--- config.mk ---
export PLATFORM = sky130hd
export DESIGN_NAME = seq_shift_add_multiplier
export DESIGN_NICKNAME = d
export VERILOG_FILES = /design/src/rtl/seq_shift_add_multiplier.sv
export SDC_FILE = /design/constraint.sdc
export NUM_CORES = 1
export LEC_CHECK = 0
export CORE_ASPECT_RATIO = 1.25
export CORE_MARGIN = 3
export CORE_UTILIZATION = 60
export CTS_CLUSTER_SIZE = 16
export DETAILED_ROUTE_END_ITERATION = 10
export DONT_BUFFER_PORTS = 1
export PLACE_DENSITY_LB_ADDON = 0.2
export REMOVE_ABC_BUFFERS = 1
export SKIP_CTS_REPAIR_TIMING = 1
export SLEW_MARGIN = 40
export SYNTH_ARGS = -nofsm -noshare
export SYNTH_HDL_FRONTEND = slang
export SYNTH_SLANG_ARGS = --single-unit
export TNS_END_PERCENT = 50
--- constraint.sdc ---
create_clock -name clk -period 3.02 [get_ports clk]
set_clock_uncertainty 0.05 [all_clocks]
set_input_delay 0.302 -clock clk [delete_from_list [all_inputs] [get_ports clk]]
set_output_delay 0.302 -clock clk [all_outputs]
set_load 0.005 [all_outputs]
--- src/rtl/seq_shift_add_multiplier.sv ---
`timescale 1ns/1ps
// seq_shift_add_multiplier
//   Sequential shift-and-add multiplier with a start/ready handshake.
//   Operands are converted to magnitudes at accept. One multiplier bit is
//   consumed per clock, and the sign is applied to the accumulated magnitude
//   product in a final fix-up cycle. The product is held in a result register
//   until the next completion.
//
// Ports
//   clk          clock, all state changes on posedge
//   rst          synchronous active-high reset; aborts any multiply, clears out
//   start        request; accepted on an edge where ready=1
//   signed_mode  1 = operands/product are two's complement (sampled at accept)
//   in1          multiplier operand, WIDTH bits (sampled at accept)
//   in2          multiplicand operand, WIDTH bits (sampled at accept)
//   ready        high in IDLE and DONE
//   done         one-cycle pulse, out is new while high
//   out          2*WIDTH-bit product register
module seq_shift_add_multiplier #(
  parameter int WIDTH      = 8,
  parameter bit EARLY_EXIT = 1'b0
) (
  input  logic                 clk,
  input  logic                 rst,
  input  logic                 start,
  input  logic                 signed_mode,
  input  logic [WIDTH-1:0]     in1,
  input  logic [WIDTH-1:0]     in2,
  output logic                 ready,
  output logic                 done,
  output logic [2*WIDTH-1:0]   out
);

  localparam int PW = 2 * WIDTH;
  localparam int CW = $clog2(WIDTH);
  localparam logic [CW-1:0] LAST_STEP = CW'(WIDTH - 1);

  typedef enum logic [1:0] {
    S_IDLE,
    S_RUN,
    S_FIX,
    S_DONE
  } state_t;

  // Magnitude of an operand. For the most-negative value, -v wraps to the same
  // bit pattern, which read unsigned is exactly 2^(WIDTH-1).
  function automatic logic [WIDTH-1:0] magnitude(input logic signed [WIDTH-1:0] v,
                                                 input logic is_signed);
    logic signed [WIDTH-1:0] m;
    m = (is_signed && (v < 0)) ? -v : v;
    return m;
  endfunction

  // Two's complement negation of the magnitude product when the signs differ.
  function automatic logic [PW-1:0] apply_sign(input logic [PW-1:0] mag,
                                               input logic negate);
    logic signed [PW-1:0] s;
    s = $signed(mag);
    return negate ? -s : s;
  endfunction

  state_t              state_q, state_d;
  logic [PW-1:0]       mcand_q, mcand_d;
  logic [WIDTH-1:0]    mplier_q, mplier_d;
  logic [PW-1:0]       acc_q, acc_d;
  logic [CW-1:0]       count_q, count_d;
  logic                neg_q, neg_d;
  logic [PW-1:0]       out_q, out_d;

  always_comb begin
    state_d  = state_q;
    mcand_d  = mcand_q;
    mplier_d = mplier_q;
    acc_d    = acc_q;
    count_d  = count_q;
    neg_d    = neg_q;
    out_d    = out_q;
    ready    = 1'b0;
    done     = 1'b0;

    case (state_q)
      S_IDLE: begin
        ready = 1'b1;
      end

      // iteration: one multiplier bit per clock
      S_RUN: begin
        if (mplier_q[0]) begin
          acc_d = acc_q + mcand_q;
        end
        mplier_d = mplier_q >> 1;
        mcand_d  = mcand_q << 1;
        if ((count_q == LAST_STEP) || (EARLY_EXIT && (mplier_d == '0))) begin
          count_d = '0;
          state_d = S_FIX;
        end else begin
          count_d = count_q + CW'(1);
        end
      end

      // sign fix-up into the held result register
      S_FIX: begin
        out_d   = apply_sign(acc_q, neg_q);
        state_d = S_DONE;
      end

      S_DONE: begin
        ready   = 1'b1;
        done    = 1'b1;
        state_d = S_IDLE;
      end

      default: begin
        state_d = S_IDLE;
      end
    endcase

    // accept: identical load from IDLE and from DONE (back-to-back)
    if (ready && start) begin
      mcand_d  = {{WIDTH{1'b0}}, magnitude($signed(in2), signed_mode)};
      mplier_d = magnitude($signed(in1), signed_mode);
      neg_d    = signed_mode & (in1[WIDTH-1] ^ in2[WIDTH-1]);
      acc_d    = '0;
      count_d  = '0;
      state_d  = S_RUN;
    end
  end

  always_ff @(posedge clk) begin
    if (rst) begin
      state_q  <= S_IDLE;
      mcand_q  <= '0;
      mplier_q <= '0;
      acc_q    <= '0;
      count_q  <= '0;
      neg_q    <= 1'b0;
      out_q    <= '0;
    end else begin
      state_q  <= state_d;
      mcand_q  <= mcand_d;
      mplier_q <= mplier_d;
      acc_q    <= acc_d;
      count_q  <= count_d;
      neg_q    <= neg_d;
      out_q    <= out_d;
    end
  end

  assign out = out_q;

endmodule

==> results.sh, run 1 <==
export IMPL_rsz0062_at_grt="false"
export IMPL_layout_commonest_cell="dfxtp_1"
export IMPL_ys_ff_latch=62
export IMPL_synth_cells=441
export IMPL_synthArstFlopShare=0
export IMPL_mostFrequentLayoutCells="dfxtp_1 (62), nor2_1 (58), nand2_1 (37), mux2i_1 (28), a21oi_1 (26)"
export IMPL_dr_first_iter_drc_count=124
export IMPL_worstPathMaxFanout=6
export IMPL_critPathLaunch="acc_q[0]"
export IMPL_drt_pass1_iterations=5
export IMPL_yosysUniqueCellTypes=50
export IMPL_htree_levels=3
export IMPL_wl_per_cell_um=15.0
export IMPL_overflow=0
export IMPL_arrival_ns=2.74
export IMPL_diodes=0
export IMPL_synthFlopType="dfxtp_1"
export IMPL_num_rows=31
export IMPL_grt_max_degree=36
export IMPL_viasPerCell=5.77
export IMPL_dieArea_mm2=0.00714
export IMPL_fin_tns_setup_ns=0
export IMPL_crit_required_ns=3.19
export IMPL_grt_pass1_wl_um=13300
export IMPL_synth_edf_count=0
export IMPL_ir_drop_uv=439
export IMPL_syn_to_final_growth_pct=6.74
export IMPL_portBuffers=0
export IMPL_fmax_ghz=0.390
export IMPL_report_final_hold_viol_count=0
export IMPL_outcome="complete, no violations"
export IMPL_criticalPathCategory="reg2reg"
export IMPL_min_path_type="in2reg"
export IMPL_cts_buffers=9
export IMPL_globalplace_congestion=0.944
export IMPL_slew_violations=0
export IMPL_ant_nets=0
export IMPL_dp_hpwl_um=5680
export IMPL_grt_pass1_vias=3000
export IMPL_fill_cells=538
export IMPL_r2r_start="acc_q[0]"
export IMPL_grt_total_usage=0.229
export IMPL_io_pins=38
export IMPL_antenna_found_initial=0
export IMPL_coreArea_mm2=0.00590
export IMPL_critPathLaunchType="flip-flop"
export IMPL_final_cell_count_no_fill=520
export IMPL_cts_root_buf="clkbuf_8"
export IMPL_leakage_nw=1.54
export IMPL_fin_nets=481
export IMPL_clockBufferDepth=2
export IMPL_clkLatencyLatePin_ns=0.34
export IMPL_worst_pin_slew_ns=0.671
export IMPL_wirelength_um=7790
export IMPL_fin_crit_ns=2.56
export IMPL_ys_seq_area_frac=0.336
export IMPL_p_per_area_mw_per_mm2=688
export IMPL_synthesis_area_mm2=0.00370
export IMPL_maxCapViolCount=0
export IMPL_die_height_um=93.8
export IMPL_cts_tree="done"
export IMPL_relSlewSlack=0.552
export IMPL_finalCritPeriodShare=0.849
export IMPL_cts_sinks=62
export IMPL_end_kind="flip-flop"
export IMPL_setup_violations=0
export IMPL_hp_start="rst"
export IMPL_die_w_um=76.2
export IMPL_drc=0
export IMPL_drive_above_1_share=0.0662
export IMPL_dr_total_vias=3001
export IMPL_yosysWarnings=0
export IMPL_dp_cells=505
export IMPL_path_clk_slew_ns=0.06
export IMPL_start_util=0.627
export IMPL_avgSynthCellArea_um2=8.38
## cell usage after synthesis (3+ instances only)
| library cell | number | area share |
|---|---|---|
| dfxtp_1 | 62 | 0.34 |
| nor2_1 | 58 | 0.059 |
| nand2_1 | 37 | 0.038 |
| mux2i_1 | 28 | 0.076 |
| a21oi_1 | 26 | 0.035 |
| ha_1 | 25 | 0.085 |
| a211oi_1 | 22 | 0.045 |
| clkbuf_1 | 20 | 0.020 |
| xor2_1 | 18 | 0.043 |
| xnor2_1 | 17 | 0.040 |
| inv_1 | 15 | 0.015 |
| o21ai_0 | 15 | 0.020 |
| nand3_1 | 14 | 0.019 |
| nor3_1 | 7 | 0.0095 |
| a31oi_1 | 6 | 0.010 |
| nor2b_1 | 6 | 0.010 |
| o31ai_1 | 6 | 0.012 |
| nor4_1 | 5 | 0.0085 |
| a311oi_1 | 4 | 0.0095 |
| nand2b_1 | 3 | 0.0051 |
| nor3b_1 | 3 | 0.0061 |
| o21bai_1 | 3 | 0.0061 |
| o221ai_1 | 3 | 0.0071 |
| or3_1 | 3 | 0.0051 |
## worst max-delay path, cell delays in order, from the launching register on
cell and delay [ns]:
dfxtp_1 0.36, ha_1 0.23, fa_1 0.41, a21o_1 0.22
a221oi_2 0.37, nor4_1 0.11, nor3b_1 0.26, nor4_1 0.07
or3b_1 0.35
## flip-flops by register name (all words and copies together), names as in the netlist
| signal | count |
|---|---|
| mplier_q | 8 |
| mcand_q | 16 |
| neg_q | 1 |
| out | 16 |
| count_q | 3 |
| state_q | 2 |
| acc_q | 16 |
## power breakdown
group / switching, W / leakage [nW] / internal (W) / total [W]
Clock: 0.000295 / 0.0914 / 0.000355 / 0.000649
Sequential: 0.000125 / 0.504 / 0.000968 / 0.00109
Combinational: 0.000565 / 0.944 / 0.000405 / 0.000970
Total: 0.000985 / 1.54 / 0.00173 / 0.00271
## cells by family after synthesis
| family | Yosys count | share of synthesized area |
|---|---|---|
| AO/OA/AOI/OAI | 100 | 0.181 |
| XOR/XNOR | 35 | 0.0829 |
| multiplexers | 28 | 0.0758 |
| AND/OR/NAND/NOR | 152 | 0.196 |
| adder cells (fa/ha/maj) | 26 | 0.0900 |
| buffers and inverters | 38 | 0.0389 |
| flip-flops | 62 | 0.336 |
## layer usage
metal,GRT usage,wire (um),part of all wire,vias to the layer above
met1,0.268,3390,0.44,1337
met3,0.0393,441,0.057,19
met2,0.402,3770,0.48,83
met5,0,0,0,-
met4,0.121,181,0.023,0
li1,-,-,-,1562
## final cells by class
type                       count  area [um^2]  area share
clock inverter                 1         5.00     0.00127
timing repair buffer           6         57.6      0.0146
multi-input combinational    341         2310       0.586
sequential                    62         1240       0.315
inverter                      15         56.3      0.0143
clock buffer                  13          169      0.0428
tap                           82          103      0.0260
## path summary, 6_finish.rpt
| check | end | slack [ns] | depth (start not counted) |
|---|---|---|---|
| max | acc_q[14] | 0.46 | 8 |
| min | out[8] | 0.02 | 1 |
| max reg2reg | acc_q[14] | 0.46 | 8 |
| min reg2reg | out[13] | 0.41 | 2 |
## stage by stage
| step | hold slack (ns) | power [W] | cell area, um^2 | utilization | worst slack (ns) |
|---|---|---|---|---|---|
| floorplan | 0.321 | 0.00185 | 3610 | - | 0.180 |
| global placement | 0.326 | 0.00205 | 3750 | 0.636 | 0.565 |
| detailed placement | 0.329 | 0.00208 | 3750 | 0.636 | 0.457 |
| CTS | -0.0310 | 0.00273 | 3920 | 0.665 | 0.451 |
| global route | 0.0179 | 0.00291 | 3950 | 0.669 | 0.294 |
| finish | 0.0238 | 0.00271 | 3950 | 0.669 | 0.456 |
Note: power is estimated with default switching activity, not from simulation.
==> run 2: changes to the inputs <==
--- a/config.mk
+++ b/config.mk
@@ -7,7 +7,7 @@
 export LEC_CHECK = 0
 export CORE_ASPECT_RATIO = 1.25
 export CORE_MARGIN = 3
-export CORE_UTILIZATION = 60
+export CORE_UTILIZATION = 58
 export CTS_CLUSTER_SIZE = 16
 export DETAILED_ROUTE_END_ITERATION = 10
 export DONT_BUFFER_PORTS = 1
==> constraint.sdc (replaced) <==
create_clock -name clk -period 2.12 [get_ports clk]
set_clock_uncertainty 0.05 [all_clocks]
set_input_delay 0.212 -clock clk [delete_from_list [all_inputs] [get_ports clk]]
set_output_delay 0.212 -clock clk [all_outputs]
set_load 0.005 [all_outputs]
==> results.sh, run 2 (synthesis gave the netlist of run 1 again) <==
export IMPL_cts_root_buf="clkbuf_8"
export IMPL_drt_pass1_iterations=4
export IMPL_portBuffers=0
export IMPL_diodes=0
export IMPL_cts_tree="done"
export IMPL_ant_nets=0
export IMPL_p_per_area_mw_per_mm2=952
export IMPL_worst_pin_slew_ns=0.502
export IMPL_path_clk_slew_ns=0.07
export IMPL_grt_pass1_wl_um=13800
export IMPL_clockBufferDepth=2
export IMPL_r2r_slack_ns=-0.17
export IMPL_dp_hpwl_um=6100
export IMPL_overflow=0
export IMPL_viasPerCell=5.62
export IMPL_endpoint="acc_q[14]"
export IMPL_fin_crit_ns=2.29
export IMPL_fin_tns_setup_ns=-0.346
export IMPL_dr_total_vias=3123
export IMPL_syn_to_final_growth_pct=16.1
export IMPL_num_rows=31
export IMPL_arrival_ns=2.45
export IMPL_layout_commonest_cell="dfxtp_1"
export IMPL_ir_drop_uv=551
export IMPL_dr_first_iter_drc_count=113
export IMPL_min_path_type="in2reg"
export IMPL_setup_slack_ns=-0.171
export IMPL_outcome="finished, violations left"
export IMPL_grt_pass1_vias=3152
export IMPL_wirelength_um=8010
export IMPL_antenna_found_initial=0
export IMPL_coreArea_mm2=0.00597
export IMPL_reg2reg_depth=8
export IMPL_rsz0062_at_grt="true"
export IMPL_fill_cells=532
export IMPL_worstReg2RegEnd="acc_q[14]"
export IMPL_report_final_hold_viol_count=1
export IMPL_fmax_ghz=0.436
export IMPL_drc=0
export IMPL_relSlewSlack=0.662
export IMPL_critPathLaunch="acc_q[0]"
export IMPL_die_height_um=95.3
export IMPL_r2r_start="acc_q[0]"
export IMPL_io_pins=38
export IMPL_finalCritPeriodShare=1.08
export IMPL_end_kind="flip-flop"
export IMPL_leakage_nw=1.73
export IMPL_maxCapViolCount=0
export IMPL_criticalPathCategory="reg2reg"
export IMPL_register_area_mm2=0.00124
export IMPL_clkLatencyLatePin_ns=0.33
export IMPL_total_power_w=0.00408
export IMPL_grt_total_usage=0.231
export IMPL_holdWs_ns=-0.00294
export IMPL_wl_per_cell_um=14.4
export IMPL_mostFrequentLayoutCells="dfxtp_1 (60), nor2_1 (57), buf_4 (39), nand2_1 (37), mux2i_1 (28)"
export IMPL_hold_path_depth=2
export IMPL_worstPathMaxFanout=3
export IMPL_critPathLaunchType="flip-flop"
export IMPL_place_ws_ns=-0.321
export IMPL_grt_max_degree=36
export IMPL_fin_util=0.718
export IMPL_globalplace_congestion=0.909
export IMPL_dieArea_mm2=0.00737
export IMPL_drive_above_1_share=0.152
export IMPL_setup_violations=4
export IMPL_cts_sinks=62
export IMPL_start_util=0.619
export IMPL_cts_buffers=9
export IMPL_htree_levels=3
export IMPL_fin_nets=515
export IMPL_crit_required_ns=2.28
export IMPL_slew_violations=0
export IMPL_die_w_um=77.4
export IMPL_violations="hold timing, setup timing"
export IMPL_multi_input_area_mm2=0.00239
-- run 2: cell count changes in the layout (fill, tap and decap cells not counted), sizes merged --
cell	before	now
buf	6	40
bufinv	0	1
clkbuf	13	11
clkinv	1	4
-- run 2: routing by layer --
layer	global-route usage	wire (um)
met2	0.421	3870
met4	0.0964	155
met1	0.275	3680
met5	0	0
met3	0.0284	310
-- run 2: worst min-delay path by stage --
stage	startpoint	to	slack (ns)
2_1_floorplan	rst	mplier_q[7]	0.23
3_3_place_gp	rst	mplier_q[7]	0.24
3_5_place_dp	rst	mplier_q[7]	0.24
4_1_cts	rst	mplier_q[7]	-0.12
5_1_grt	in1[1]	mplier_q[1]	0.01
6_report	in1[1]	mplier_q[1]	-0.003
-- run 2: power by group --
part | total [W] | leakage [nW] | switching [W] | internal [W]
Combinational | 0.00157 | 1.12 | 0.000877 | 0.000694
Clock | 0.000971 | 0.0968 | 0.000435 | 0.000536
Sequential | 0.00154 | 0.505 | 0.000163 | 0.00138
Total | 0.00408 | 1.73 | 0.00147 | 0.00261
-- run 2: per-stage QoR --
step | cell area [um^2] | std cells
finish | 4290 | 556
global route | 4290 | 556
CTS | 4160 | 552
detailed placement | 3980 | 536
global placement | 3980 | 536
floorplan | 3610 | 418
-- run 2: layout make-up --
type | count | share of cell area
Timing Repair Buffer | 40 | 0.0729
Inverter | 15 | 0.0131
Clock inverter | 5 | 0.0117
Sequential cell | 62 | 0.290
Tap cell | 82 | 0.0239
Multi-Input combinational cell | 341 | 0.558
Clock buffer | 11 | 0.0306
-- run 2: critical path, cell delays in order (launching register included) --
cell and delay, ns:
dfxtp_2 0.34, ha_4 0.16, fa_2 0.35, a21o_1 0.20, a221oi_4 0.30, nor4_1 0.08, nor3b_1 0.27, nor4_1 0.07
or3b_1 0.35
==> run 3: changes to the inputs <==
--- a/config.mk
+++ b/config.mk
@@ -11,7 +11,7 @@
 export CTS_CLUSTER_SIZE = 16
 export DETAILED_ROUTE_END_ITERATION = 10
 export DONT_BUFFER_PORTS = 1
-export PLACE_DENSITY_LB_ADDON = 0.2
+export PLACE_DENSITY = 0.73
 export REMOVE_ABC_BUFFERS = 1
 export SKIP_CTS_REPAIR_TIMING = 1
 export SLEW_MARGIN = 40
==> results.sh, run 3 (synthesis gave the netlist of run 1 again) <==
export IMPL_critical_path_top_delay_family="simple AND/OR/NAND/NOR gates"
export IMPL_cts_tree="done"
export IMPL_setup_violations=4
export IMPL_drc=0
export IMPL_p_per_area_mw_per_mm2=955
export IMPL_p_sw_w=0.00149
export IMPL_viasPerCell=5.56
export IMPL_report_final_hold_viol_count=3
export IMPL_arrival_ns=2.47
export IMPL_dr_total_vias=3113
export IMPL_wirelength_um=8350
export IMPL_worst_pin_slew_ns=0.484
export IMPL_min_path_type="in2reg"
export IMPL_start_util=0.619
export IMPL_ir_drop_uv=760
export IMPL_finalCritPeriodShare=1.09
export IMPL_cts_buffers=9
export IMPL_die_w_um=77.4
export IMPL_critPathSlowestCell="or3b_1"
export IMPL_cpPeakStageDelay_ns=0.35
export IMPL_coreArea_mm2=0.00597
export IMPL_drt_pass1_iterations=5
export IMPL_seqPwrFrac=0.373
export IMPL_end_kind="flip-flop"
export IMPL_dr_first_iter_drc_count=130
export IMPL_grt_total_usage=0.244
export IMPL_p_int_w=0.00265
export IMPL_path_buf_inv=0
export IMPL_outcome="finished, violations left"
export IMPL_syn_to_final_growth_pct=17.1
export IMPL_ant_nets=0
export IMPL_maxCapViolCount=0
export IMPL_portBuffers=0
export IMPL_grt_pass1_wl_um=14100
export IMPL_holdWs_ns=-0.0247
export IMPL_power_frac_clock=0.244
export IMPL_overflow=0
export IMPL_criticalPathCategory="reg2reg"
export IMPL_cts_sinks=62
export IMPL_path_clk_slew_ns=0.07
export IMPL_cts_root_buf="clkbuf_8"
export IMPL_drive_above_1_share=0.159
export IMPL_path_cells="ha_4 -> fa_2 -> a21o_1 -> a221oi_4 -> nor4_2 -> nor3b_2 -> nor4_1 -> or3b_1"
export IMPL_wl_per_cell_um=14.9
export IMPL_dp_hpwl_um=6130
export IMPL_power_share_combinational=0.384
export IMPL_mostFrequentLayoutCells="dfxtp_1 (60), nor2_1 (58), buf_4 (42), nand2_1 (37), mux2i_1 (28)"
export IMPL_globalplace_congestion=0.916
export IMPL_critPathLaunchType="flip-flop"
export IMPL_relSlewSlack=0.674
export IMPL_fin_nets=520
export IMPL_worstPathMaxFanout=3
export IMPL_die_height_um=95.3
export IMPL_io_pins=38
export IMPL_sw_frac_of_total=0.360
export IMPL_leakage_nw=1.75
export IMPL_dieArea_mm2=0.00737
export IMPL_diodes=0
export IMPL_grt_pass1_vias=3089
export IMPL_setup_slack_ns=-0.182
export IMPL_slew_violations=0
export IMPL_grt_max_degree=36
export IMPL_layout_commonest_cell="dfxtp_1"
export IMPL_antenna_found_initial=0
export IMPL_fin_crit_ns=2.30
export IMPL_violations="hold timing, setup timing"
export IMPL_num_rows=31
export IMPL_clockBufferDepth=2
export IMPL_fmax_ghz=0.434
export IMPL_crit_required_ns=2.29
export IMPL_clkLatencyLatePin_ns=0.35
export IMPL_fin_tns_setup_ns=-0.338
export IMPL_rsz0062_at_grt="true"
export IMPL_htree_levels=3
run 3: cell count changes in the layout (fill, tap and decap cells not counted), sizes merged:
cell / before / now
buf: 40 / 43
clkinvlp: 0 / 1
clkinv: 4 / 2
dlygate4sd3: 0 / 2
run 3: cell type report:
cell class              instances  area [um^2]
clock inverters                 4         47.5
flip-flops and latches         62         1240
repair buffers                 45          355
clock buffers                  11          141
multi-input cells             341         2380
inverters                      15         56.3
fillers                       509         1640
well taps                      82          103
run 3: power groups by stage:
stage	clock network (W)	registers, W	logic (W)
4_1_cts	0.00103	0.00154	0.00155
2_1_floorplan	0	0.00154	0.00110
3_3_place_gp	0	0.00156	0.00150
6_report	0.00101	0.00154	0.00159
3_5_place_dp	0	0.00156	0.00153
5_1_grt	0.00107	0.00157	0.00178
run 3: path summary, 6_finish.rpt:
| kind | cells after the start | slack (ns) | end | start |
|---|---|---|---|---|
| max | 8 | -0.18 | acc_q[14] | mcand_q[0] |
| min | 2 | -0.02 | mcand_q[7] | in2[7] |
| max reg2reg | 8 | -0.18 | acc_q[14] | mcand_q[0] |
| min reg2reg | 2 | 0.42 | out[13] | out[13] |
run 3: metrics by stage:
| step | instances | setup WS (ns) | cell area [um^2] | total power [W] | utilization |
|---|---|---|---|---|---|
| after CTS | 555 | -0.328 | 4200 | 0.00411 | 0.703 |
| final | 560 | -0.182 | 4330 | 0.00413 | 0.725 |
| after floorplan | 418 | -0.720 | 3610 | 0.00264 | - |
| after global placement | 540 | -0.248 | 4010 | 0.00306 | 0.672 |
| after global routing | 560 | -0.262 | 4330 | 0.00442 | 0.725 |
| after detailed placement | 540 | -0.281 | 4010 | 0.00309 | 0.672 |
run 3: routing by layer:
metal	track usage	vias to the layer above	routed length (um)
met5	0	-	0
met4	0.108	0	153
met3	0.0350	16	288
met2	0.434	61	4200
met1	0.292	1397	3710
li1	-	1639	-
